`src/rtl/serial_chunk_adder.sv`:
```
// -----------------------------------------------------------------------------
// serial_chunk_adder
//
// Adds (or subtracts) two WIDTH-bit operands CHUNK bits per clock. It accepts
// one operation, spends N = WIDTH/CHUNK cycles rippling the carry through the
// chunks, and then holds the result until the consumer takes it.
// WIDTH must be an integer multiple of CHUNK.
//
// Ports
//   clk        rising-edge clock
//   rst_n      asynchronous active-low reset
//   in_valid   operand request (sampled only while in_ready=1)
//   in_ready   block is idle and can accept operands
//   a, b       operands
//   cin        carry-in for add; ignored in subtract mode
//   mode       0 = a+b+cin, 1 = a-b
//   out_valid  result available (sum/cout/ovf valid only while high)
//   out_ready  consumer takes the result
//   sum        result modulo 2^WIDTH
//   cout       carry out of the MSB (subtract: 1 = no borrow)
//   ovf        two's-complement signed overflow
// -----------------------------------------------------------------------------
module serial_chunk_adder #(
    parameter int WIDTH = 16,
    parameter int CHUNK = 4
) (
    input  logic             clk,
    input  logic             rst_n,
    input  logic             in_valid,
    output logic             in_ready,
    input  logic [WIDTH-1:0] a,
    input  logic [WIDTH-1:0] b,
    input  logic             cin,
    input  logic             mode,
    output logic             out_valid,
    input  logic             out_ready,
    output logic [WIDTH-1:0] sum,
    output logic             cout,
    output logic             ovf
);

    localparam int N  = WIDTH / CHUNK;
    localparam int KW = (N > 1) ? $clog2(N) : 1;
    localparam logic [KW-1:0] K_LAST = KW'(N - 1);

    typedef enum logic [1:0] {
        IDLE = 2'b00,
        CALC = 2'b01,
        HOLD = 2'b10
    } state_t;

    state_t           state_r;
    logic [WIDTH-1:0] a_r;
    logic [WIDTH-1:0] b_r;          // already inverted for subtract
    logic [WIDTH-1:0] sum_work_r;   // partial result built slice by slice
    logic             carry_r;
    logic [KW-1:0]    k_r;

    logic [CHUNK-1:0] a_chunk_s;
    logic [CHUNK-1:0] b_chunk_s;
    logic [CHUNK:0]   chunk_sum_s;
    logic [WIDTH-1:0] next_sum_s;

    // Current chunk add and the partial result with this cycle's slice merged in.
    always_comb begin
        a_chunk_s   = a_r[int'(k_r) * CHUNK +: CHUNK];
        b_chunk_s   = b_r[int'(k_r) * CHUNK +: CHUNK];
        chunk_sum_s = {1'b0, a_chunk_s} + {1'b0, b_chunk_s} + {{CHUNK{1'b0}}, carry_r};
        next_sum_s  = sum_work_r;
        next_sum_s[int'(k_r) * CHUNK +: CHUNK] = chunk_sum_s[CHUNK-1:0];
    end

    // Control FSM, datapath registers and registered outputs.
    always_ff @(posedge clk or negedge rst_n) begin
        if (!rst_n) begin
            state_r    <= IDLE;
            in_ready   <= 1'b1;
            out_valid  <= 1'b0;
            sum        <= {WIDTH{1'b0}};
            cout       <= 1'b0;
            ovf        <= 1'b0;
            a_r        <= {WIDTH{1'b0}};
            b_r        <= {WIDTH{1'b0}};
            sum_work_r <= {WIDTH{1'b0}};
            carry_r    <= 1'b0;
            k_r        <= {KW{1'b0}};
        end else begin
            case (state_r)
                IDLE: begin
                    if (in_valid) begin
                        a_r <= a;
                        // Subtract is a + ~b + 1: the +1 rides in as the first carry.
                        if (mode) begin
                            b_r     <= ~b;
                            carry_r <= 1'b1;
                        end else begin
                            b_r     <= b;
                            carry_r <= cin;
                        end
                        k_r      <= {KW{1'b0}};
                        state_r  <= CALC;
                        in_ready <= 1'b0;
                    end
                end
                CALC: begin
                    sum_work_r <= next_sum_s;
                    carry_r    <= chunk_sum_s[CHUNK];
                    k_r        <= k_r + KW'(1);
                    if (k_r == K_LAST) begin
                        // Outputs only change here, so they stay put outside HOLD.
                        state_r   <= HOLD;
                        out_valid <= 1'b1;
                        sum       <= next_sum_s;
                        cout      <= chunk_sum_s[CHUNK];
                        ovf       <= (a_r[WIDTH-1] == b_r[WIDTH-1]) &&
                                     (next_sum_s[WIDTH-1] != a_r[WIDTH-1]);
                    end
                end
                HOLD: begin
                    if (out_ready) begin
                        state_r   <= IDLE;
                        out_valid <= 1'b0;
                        in_ready  <= 1'b1;
                    end
                end
                default: begin
                    // Illegal encoding: recover to a clean idle state.
                    state_r   <= IDLE;
                    out_valid <= 1'b0;
                    in_ready  <= 1'b1;
                end
            endcase
        end
    end

endmodule

```
`config.mk`:
```
export PLATFORM = sky130hd
export DESIGN_NAME = serial_chunk_adder
export DESIGN_NICKNAME = d
export VERILOG_FILES = /design/src/rtl/serial_chunk_adder.sv
export SDC_FILE = /design/constraint.sdc
export NUM_CORES = 1
export LEC_CHECK = 0
export ABC_CLOCK_PERIOD_IN_PS = 2900
export BUFFER_PORTS_ARGS = -buffer_cell sky130_fd_sc_hd__buf_2
export CAP_MARGIN = 0
export CORE_UTILIZATION = 55
export CTS_BUF_LIST = sky130_fd_sc_hd__clkbuf_16
export CTS_CLUSTER_SIZE = 28
export DETAILED_ROUTE_END_ITERATION = 8
export GPL_TIMING_DRIVEN = 0
export PLACE_DENSITY = 0.78
export SLEW_MARGIN = 20
export SYNTH_ARGS = -nofsm -noshare
export SYNTH_HDL_FRONTEND = slang
export SYNTH_SLANG_ARGS = --single-unit
```
`constraint.sdc`:
```
create_clock -name clk -period 2.9 [get_ports clk]
set_input_delay 0.58 -clock clk [delete_from_list [all_inputs] [get_ports clk]]
set_output_delay 0.58 -clock clk [all_outputs]
set_load 0.1 [all_outputs]
```
==> impl_metrics.csv <==
group,metric,value,unit
outcome,outcome,"finished clean",
timing,tightest_slew,0.817,ns
layout,final-instance-count-excl-fill,493,
critical_path,criticalPathCategory,"register to register",
critical_path,cp-end-kind,"register",
placed_design,dp_cells,478,
critical_path,reg2reg_slack,0.14,ns
critical_path,reg2reg_from,"k_r[0]",
critical_path,r2r_end,"sum_work_r[1]",
timing,fin_hold_ws,0.171,ns
timing,finalHoldViolations,0,
route,drt_first_pass_iters,4,
layout,drive_above_1_share,22.2,%
critical_path,ff2ff_path_depth,7,
synthesis,synth_cell_types,46,
global_route,grt_pass1_wl,12.8,mm
layout,diodes,0,
synthesis,synth_cells,346,
timing,post-route-min-period,2.76,ns
route,drtIter0Drc,188,
die,die_h,82.5,µm
clock_network,cts_hold_buf,0,
critical_path,required,3.17,ns
critical_path,worstSetupStartpointType,"register",
synthesis,synth.top_cell.area_share,50.5,%
layout,utilization,70.0,%
clock_network,clk_latency,0.33,ns
clock_network,cts.sinks,73,
synthesis,syn_nets,395,
synthesis,ys_async_sr_fraction,100,%
timing,fin_tns_setup,0,ns
critical_path,crit_end,"sum_work_r[1]",
clock_network,cts-root-buf,"clkbuf_16",
clock_network,path_clk_slew,0.06,ns
layout,area_growth,19.7,%
synthesis,syn_area_per_cell,10.3,µm²
die,start_util,58.5,%
critical_path,crit_arrival,3.03,ns
hold_path,min_path_type,"input pin to async pin",
placed_design,io_buffers,56,
flow_run,drv_cap,0,
critical_path,crit_fanout,17,
synthesis,synth_area,3560,µm²
global_route,antenna_found_initial,0,
route,ant_nets,0,
critical_path,critPathLaunch,"k_r[0]",
timing,post-route-period-util,95.0,%
timing,maxSlewViolCount,0,
die,design.die.area,6810,µm²
layout,nets,462,
global_route,grt_max_degree,45,
clock_network,cts_buffers,9,
global_route,grt_pass1_vias,2671,
synthesis,synth_edf_count,0,
placed_design,dpl.hpwl,5.41,mm
global_route,grt_use_total,25.9,%
timing,grt_setup_unrepaired,"false",
synthesis,ys_ff_latch,73,
route,drt-wirelength-per-cell,15.4,µm
timing,relSlewSlack,45.1,%
global_route,overflow,0,
placed_design,gp_congestion,0.866,
route,drc_errors,0,
die,ios,58,
clock_network,h-tree-depth,3,
die,rows,28,
die,die_x,82.5,µm
route,via_count,2752,
timing,setup_viol_count_final,0,
route,wl,7.61,mm
clock_network,clock_path_buffers,2,
timing,fmax,363,MHz
synthesis,synth_warnings,0,
timing,clock_skew,0.00555,ns
synthesis,yosysTopAreaCell,"dfrtp_1",
synthesis,yosysSeqAreaShare,51.3,%
die,core_area,6100,µm²
synthesis,synthFlopType,"dfrtp_1",
layout,final_cell_mix,"nand2_1, dfrtp_1, buf_2",
clock_network,cts_tree,"yes",
layout,final_common_cell,"nand2_1",
layout,fillCellCount,488,
route,vias_per_cell,5.58,
synthesis,synth_area_leaders,"dfrtp_1, nand2_1, xnor2_1",
[per-layer routing]
layer / part of all wire, % / vias up / wire [µm] / track usage (%)
li1: - / 1330 / - / -
met3: 4.3 / 12 / 329 / 4.29
met2: 49 / 72 / 3700 / 42.9
met1: 46 / 1338 / 3460 / 33.9
met4: 1.5 / 0 / 117 / 10.7
met5: 0 / - / 0 / 0
[critical path: stages, from the launching register on]
cell and delay (ns):
dfrtp_1 0.43, buf_6 0.23, mux4_2 0.56, fa_1 0.42
inv_1 0.09, fa_1 0.46, nor2_1 0.30, a22o_1 0.20
[synth_stat cells, drive strengths merged, types with 2 or more instances]
library cell and number:
mux4 8, dfrtp 72, nand3b 2, and4bb 2, nor3 2, o32ai 2
clkbuf 11, a32o 7, a22o 8, buf 9, mux2 3, nor3b 2
o31ai 3, a21oi 29, xnor2 17, ha 9, nor2b 11, nor2 22
fa 2, o21ai 18, a22oi 3, nand2 73, inv 13
[timing repair]
action,in CTS,in global routing
setup buffers,0,0
gates resized for setup,1,2
pin swaps,0,0
setup endpoints to repair,19,15
[worst min path at each step]
stage,start,end,slack (ns),cells after the start
detailed placement,a_r[14],a_r[14],0.46,2
global route,rst_n,cout,0.21,1
global placement,a_r[13],a_r[13],0.45,2
floorplan,rst_n,a_r[0],0.28,0
CTS,rst_n,state_r[1],0.18,1
finish,rst_n,state_r[1],0.17,1
[cell families after synthesis]
kind of cell | Yosys count | share of synthesized area [%]
flops | 73 | 51.3
compound gates | 78 | 14.0
fa+ha+maj | 11 | 4.28
simple gates | 123 | 16.1
xor+xnor | 17 | 4.18
buf+inv | 33 | 3.93
mux | 11 | 6.21
[registers in the layout, summed over array words and instances, names as in the netlist]
signal,flops
state_r,2
a_r,16
in_ready,1
cout,1
k_r,2
sum_work_r,16
carry_r,1
b_r,16
out_valid,1
sum,16
ovf,1
[metrics by stage]
stage,worst slack [ns],instance area (µm²)
final,0.145,4270
after global placement,-0.0954,3940
after global routing,0.0337,4270
after floorplan,0.274,3560
after detailed placement,-0.0996,3960
after CTS,0.0586,4270
[layout make-up]
cell class	count	area, µm²	area share [%]
clock inverters	7	85.1	1.99
flip-flops and latches	73	1830	42.8
repair buffers	57	303	7.09
inverters	13	48.8	1.14
clock buffers	9	225	5.28
multi-input cells	240	1600	37.4
plain buffers	19	87.6	2.05
well taps	75	93.8	2.20
Power is not shown: default switching activity piles up to over one toggle a cycle in this logic, so the estimate is an artifact.
